## src/rtl/exp_scale_inv_if.sv

```systemverilog
// Handshake bundle for exp_scale_inv: scale input channel and exponent/residual result channel.
interface exp_scale_inv_if;
  logic        in_valid;
  logic        in_ready;
  logic [11:0] scale_in;
  logic        out_valid;
  logic        out_ready;
  logic [3:0]  exp_int;
  logic [11:0] residual;
  logic        zero_in;

  modport slave (
    input  in_valid, scale_in, out_ready,
    output in_ready, out_valid, exp_int, residual, zero_in
  );

  modport master (
    output in_valid, scale_in, out_ready,
    input  in_ready, out_valid, exp_int, residual, zero_in
  );
endinterface

```

## src/rtl/exp_scale_inv.sv

```systemverilog
// Inverse exponent lookup: 4-step binary search for the largest k with T[k] <= x (Q4.8 scale).
// Optional EXP_SCALE_INV_OVERLAP_EN lets a new input be accepted in the result-handshake cycle.
module exp_scale_inv (
  input  logic            clk,
  input  logic            rst,
  exp_scale_inv_if.slave  bus
);

  typedef enum logic [1:0] {IDLE, SEARCH, DONE} state_e;

  state_e      state_q, state_d;
  logic [11:0] x_q, x_d;
  logic [3:0]  r_q, r_d;
  logic [1:0]  step_q, step_d;
  logic        out_valid_q, out_valid_d;
  logic [3:0]  exp_q, exp_d;
  logic [11:0] res_q, res_d;
  logic        zero_q, zero_d;

  logic        in_ready;
  logic        accept;
  logic [3:0]  cand;
  logic [3:0]  r_nxt;
  logic        take;

  // Entries 11..15 exceed any 12-bit x, so the search never settles above index 10.
  function automatic logic [12:0] thresh(input logic [3:0] i);
    logic [12:0] t;
    case (i)
      4'd0:    t = 13'd0;
      4'd1:    t = 13'd0;
      4'd2:    t = 13'd1;
      4'd3:    t = 13'd2;
      4'd4:    t = 13'd5;
      4'd5:    t = 13'd13;
      4'd6:    t = 13'd35;
      4'd7:    t = 13'd94;
      4'd8:    t = 13'd256;
      4'd9:    t = 13'd696;
      4'd10:   t = 13'd1892;
      default: t = 13'd4096;
    endcase
    return t;
  endfunction

`ifdef EXP_SCALE_INV_OVERLAP_EN
  assign in_ready = (state_q == IDLE) | ((state_q == DONE) & bus.out_ready);
`else
  assign in_ready = (state_q == IDLE);
`endif

  assign accept = bus.in_valid & in_ready;

  always_comb begin
    cand  = r_q | (4'd1 << step_q);
    take  = (thresh(cand) <= {1'b0, x_q});
    r_nxt = take ? cand : r_q;
  end

  always_comb begin
    state_d     = state_q;
    x_d         = x_q;
    r_d         = r_q;
    step_d      = step_q;
    out_valid_d = out_valid_q;
    exp_d       = exp_q;
    res_d       = res_q;
    zero_d      = zero_q;

    case (state_q)
      IDLE: begin
        if (accept) begin
          x_d     = bus.scale_in;
          r_d     = '0;
          step_d  = 2'd3;
          state_d = SEARCH;
        end
      end

      SEARCH: begin
        r_d    = r_nxt;
        step_d = step_q - 2'd1;
        if (step_q == 2'd0) begin
          state_d     = DONE;
          out_valid_d = 1'b1;
          exp_d       = {~r_nxt[3], r_nxt[2:0]};
          // Final threshold is always <= x < 4096, so truncating it to 12 bits is lossless.
          res_d       = x_q - 12'(thresh(r_nxt));
          zero_d      = (x_q == '0);
        end
      end

      DONE: begin
        if (bus.out_ready) begin
          out_valid_d = 1'b0;
          state_d     = IDLE;
`ifdef EXP_SCALE_INV_OVERLAP_EN
          if (bus.in_valid) begin
            x_d     = bus.scale_in;
            r_d     = '0;
            step_d  = 2'd3;
            state_d = SEARCH;
          end
`endif
        end
      end

      default: state_d = IDLE;
    endcase
  end

  always_ff @(posedge clk) begin
    if (rst) begin
      state_q     <= IDLE;
      x_q         <= '0;
      r_q         <= '0;
      step_q      <= 2'd3;
      out_valid_q <= 1'b0;
      exp_q       <= '0;
      res_q       <= '0;
      zero_q      <= 1'b0;
    end else begin
      state_q     <= state_d;
      x_q         <= x_d;
      r_q         <= r_d;
      step_q      <= step_d;
      out_valid_q <= out_valid_d;
      exp_q       <= exp_d;
      res_q       <= res_d;
      zero_q      <= zero_d;
    end
  end

  assign bus.in_ready  = in_ready;
  assign bus.out_valid = out_valid_q;
  assign bus.exp_int   = exp_q;
  assign bus.residual  = res_q;
  assign bus.zero_in   = zero_q;

endmodule

```

## src/flat_wrapper.sv

```systemverilog
// flat-port wrapper written by rule: the top's interface ports become plain ports
module exp_scale_inv_flat 
  (clk, rst, bus_in_valid, bus_scale_in, bus_out_ready, bus_in_ready, bus_out_valid, bus_exp_int, bus_residual, bus_zero_in);
  exp_scale_inv_if bus_i ();
  input  logic clk;
  input  logic rst;
  input wire logic [$bits(bus_i.in_valid)-1:0] bus_in_valid;
  input wire logic [$bits(bus_i.scale_in)-1:0] bus_scale_in;
  input wire logic [$bits(bus_i.out_ready)-1:0] bus_out_ready;
  output wire logic [$bits(bus_i.in_ready)-1:0] bus_in_ready;
  output wire logic [$bits(bus_i.out_valid)-1:0] bus_out_valid;
  output wire logic [$bits(bus_i.exp_int)-1:0] bus_exp_int;
  output wire logic [$bits(bus_i.residual)-1:0] bus_residual;
  output wire logic [$bits(bus_i.zero_in)-1:0] bus_zero_in;
  assign bus_i.in_valid = bus_in_valid;
  assign bus_i.scale_in = bus_scale_in;
  assign bus_i.out_ready = bus_out_ready;
  assign bus_in_ready = bus_i.in_ready;
  assign bus_out_valid = bus_i.out_valid;
  assign bus_exp_int = bus_i.exp_int;
  assign bus_residual = bus_i.residual;
  assign bus_zero_in = bus_i.zero_in;
  exp_scale_inv u_core (.clk(clk), .rst(rst), .bus(bus_i));
endmodule
```

## config.mk

```make
export PLATFORM = sky130hd
export DESIGN_NAME = exp_scale_inv_flat
export DESIGN_NICKNAME = d
export VERILOG_FILES = /design/src/rtl/exp_scale_inv_if.sv /design/src/rtl/exp_scale_inv.sv /design/src/flat_wrapper.sv
export SDC_FILE = /design/constraint.sdc
export NUM_CORES = 1
export LEC_CHECK = 0
export CORE_UTILIZATION = 59
export DETAILED_ROUTE_END_ITERATION = 6
export DONT_BUFFER_PORTS = 1
export MAX_ROUTING_LAYER = met4
export PLACE_DENSITY = 0.75
export SKIP_LAST_GASP = 1
export SLEW_MARGIN = 5
export SYNTH_ARGS = -nofsm -noshare
export SYNTH_HDL_FRONTEND = slang
export SYNTH_SLANG_ARGS = --single-unit
```

## constraint.sdc

```tcl
create_clock -name clk -period 6.9 [get_ports clk]
set_input_delay 1.725 -clock clk [delete_from_list [all_inputs] [get_ports clk]]
set_output_delay 1.725 -clock clk [all_outputs]
set_load 0.05 [all_outputs]
```

==> reports/metrics.yaml <==
status:
  status: "finished clean"
cts:
  cts_buffer_depth: 2
  cts_setup_buffers: 0
  cts_root_buf: "clkbuf_8"
  htree_levels: 2
  cts_tree: "done"
  clk_latency_ps: 300
  cts_made_buffers: 5
  clk_pin_slew_ps: 80
  clock_sinks: 38
  cts_resized: 0
  ctsHoldBuffers: 0
timing:
  final.setup.tns_ps: 0
  rsz0062_at_grt: "false"
  finalSetupViolations: 0
  slew_viol_final: 0
  min_period_ps: 5388
  hold_violations: 0
  clock.fmax_mhz: 185.6
  worst_pin_slew_ps: 967.1
  slew-limit-headroom_pct: 35.29
  period_share_pct: 78.09
  fin_skew_ps: 7.579
global_route:
  grtUsageTotal_pct: 29.15
  grt_max_degree: 35
  overflow: 0
  antenna_found_initial: 0
  grt_pass1_vias: 2359
  grt_pass1_wl_mm: 10.95
route:
  vias: 2366
  avgViaCountPerCell: 6.067
  route.detailed.drc: 0
  drt-initial-drc-count: 111
  ant_nets: 0
  wl_mm: 6.355
  post_drt_wl_per_cell_um: 16.29
  drtPass1Iterations: 4
critical_path:
  ff2ff_path_depth: 23
  worstPathArrival_ps: 5580
  critPathKind: "flop to flop"
  startpoint: "u_core.step_q[0]"
  critPathLaunchType: "flop"
  cp_max_fo: 6
  end_kind: "flop"
  worst-endpoint-required_ps: 7090
  reg2reg_from: "u_core.step_q[0]"
yosys:
  synth.avg_cell_area_um2: 7.890
  synthDistinctLibCells: 55
  ys.flop_type: "dfxtp_1"
  synth_seq_cells: 38
  async_flop_share_pct: 0
  yosysTopAreaCell: "dfxtp_1"
  yosys_warnings: 0
  synth_cells: 340
  yosysSeqAreaShare_pct: 28.36
  synth_commonest_cells: "nand2_1, dfxtp_1, a21oi_1"
  synth.cell_area_um2: 2683
  synth-edff-count: 0
  synth_nets: 391
  yosysMostFrequentCell: "nand2_1"
  netlist_top_cells_area: "dfxtp_1, ha_1, nand2_1, a21oi_1, inv_1"
  synth_top_area_share_pct: 28.36
layout:
  regArea_um2: 760.7
  area_growth_pct: 6.250
  utilization_pct: 65.46
  n_fill_cell: 368
  nets: 388
  drive_above_1_share_pct: 7.692
  multi_input_area_um2: 1777
  diodes: 0
floorplanning:
  ios: 35
  design.die.area_um2: 4821
  initial_core_util_pct: 61.61
  core_region_area_um2: 4354
  die_w_um: 69.43
  num_rows: 24
  fp.dieH_um: 69.43
placed_design:
  dp_hpwl_mm: 4.731
  place_congestion: 0.9304
  port_buffers: 0
pwr:
  peakVddDrop_v: 0.0001972
  powerDensity_nw_per_um2: 228.1
  leakagePower_nw: 1.244
  total_power_mw: 0.6501
  combPwrFrac_pct: 27.2
  p_switching_mw: 0.2014
  clkPwrFrac_pct: 36.5
  p_seq_share_pct: 36.3
  switching_share_pct: 30.97
  intPower_mw: 0.4488
worst_hold_path:
  hold_depth: 2
  hold_class: "flop to flop"
  min_from: "u_core.x_q[2]"
flow_run:
  max-cap-violations: 0
[worst max-delay path, stage by stage, from the launching register on]
cell and delay [ps]:
dfxtp_1 400, inv_1 90, ha_1 280, nor2_1 290
inv_1 130, ha_1 260, nor3_4 230, nor4_1 100
ha_1 290, and4_4 230, nor2b_1 230, o31ai_4 120
a32o_2 270, a21oi_4 230, inv_2 80, ha_1 250
o211a_1 250, fa_1 410, nor2b_1 170, o21ai_1 90
a21oi_1 250, o31ai_1 140, and4_1 210, a311o_1 270
[final cells by class]
cell class / instances / share of cell area [%]
sequential: 38 / 26.69
inverter: 28 / 3.687
multi-input combinational: 264 / 62.34
clock buffer: 6 / 2.897
clock inverter: 2 / 2.107
tap: 52 / 2.283
[per-stage QoR]
stage          instances  hold WS [ps]  cell area, um^2  setup slack, ps
2_1_floorplan        340         466.0             2683             2085
3_3_place_gp         382         478.1             2708             1812
3_5_place_dp         382         495.4             2708             1603
4_1_cts              390         506.4             2850             1546
5_1_grt              390         539.4             2850             1137
6_report             390         506.0             2850             1512
[power groups by stage]
stage,clock [mW],combinational [mW],sequential [mW]
5_1_grt,0.249,0.197,0.237
2_1_floorplan,0,0.143,0.237
6_report,0.237,0.177,0.236
4_1_cts,0.240,0.173,0.236
3_3_place_gp,0,0.168,0.241
3_5_place_dp,0,0.171,0.241
[sequential cells by signal, indices dropped and copies added (netlist names)]
register and count:
u_core.bus.residual 12, u_core.x_q 12, u_core.bus.exp_int 4, u_core.r_q 4, u_core.state_q 2, u_core.step_q 2, u_core.bus.out_valid 1, u_core.bus.zero_in 1
[layer usage]
layer	track usage [%]	share of wire, %	vias to the layer above
met5	-	0	-
met4	11.79	2.3	0
met3	4.651	6.3	15
met2	44.12	45	74
met1	38.88	46	1091
li1	-	-	1186
[cells by family after synthesis]
family,count (synthesis),synth area share (%)
AND/OR/NAND/NOR,129,23.28
AO/OA/AOI/OAI,92,23.60
buffers and inverters,38,5.410
flip-flops,38,28.36
adder cells (fa/ha/maj),35,16.60
XOR/XNOR,5,1.633
multiplexers,3,1.119
[cell usage in the layout (no fill, tap or decap), drive strengths merged, types with 2 or more instances in the layout]
cell / instances
nor2: 26
a21oi: 39
bufinv: 2
a41o: 3
and4: 4
o21ai: 18
nor2b: 5
nand2: 58
nor3: 15
mux2i: 3
xnor2: 2
inv: 27
nand3: 3
a211oi: 9
a22oi: 5
a21o: 4
o31ai: 2
o211a: 3
nand2b: 2
dfxtp: 38
nor4: 5
xor2: 3
ha: 34
and2: 6
clkbuf: 6
[worst paths after layout]
check,to,slack [ps]
setup / recovery,u_core.bus.residual[8],1510
hold / removal,u_core.x_q[2],510
hold reg to reg,u_core.x_q[2],510
setup reg to reg,u_core.bus.residual[8],1510
No activity file was read; power rests on OpenSTA's default activity.
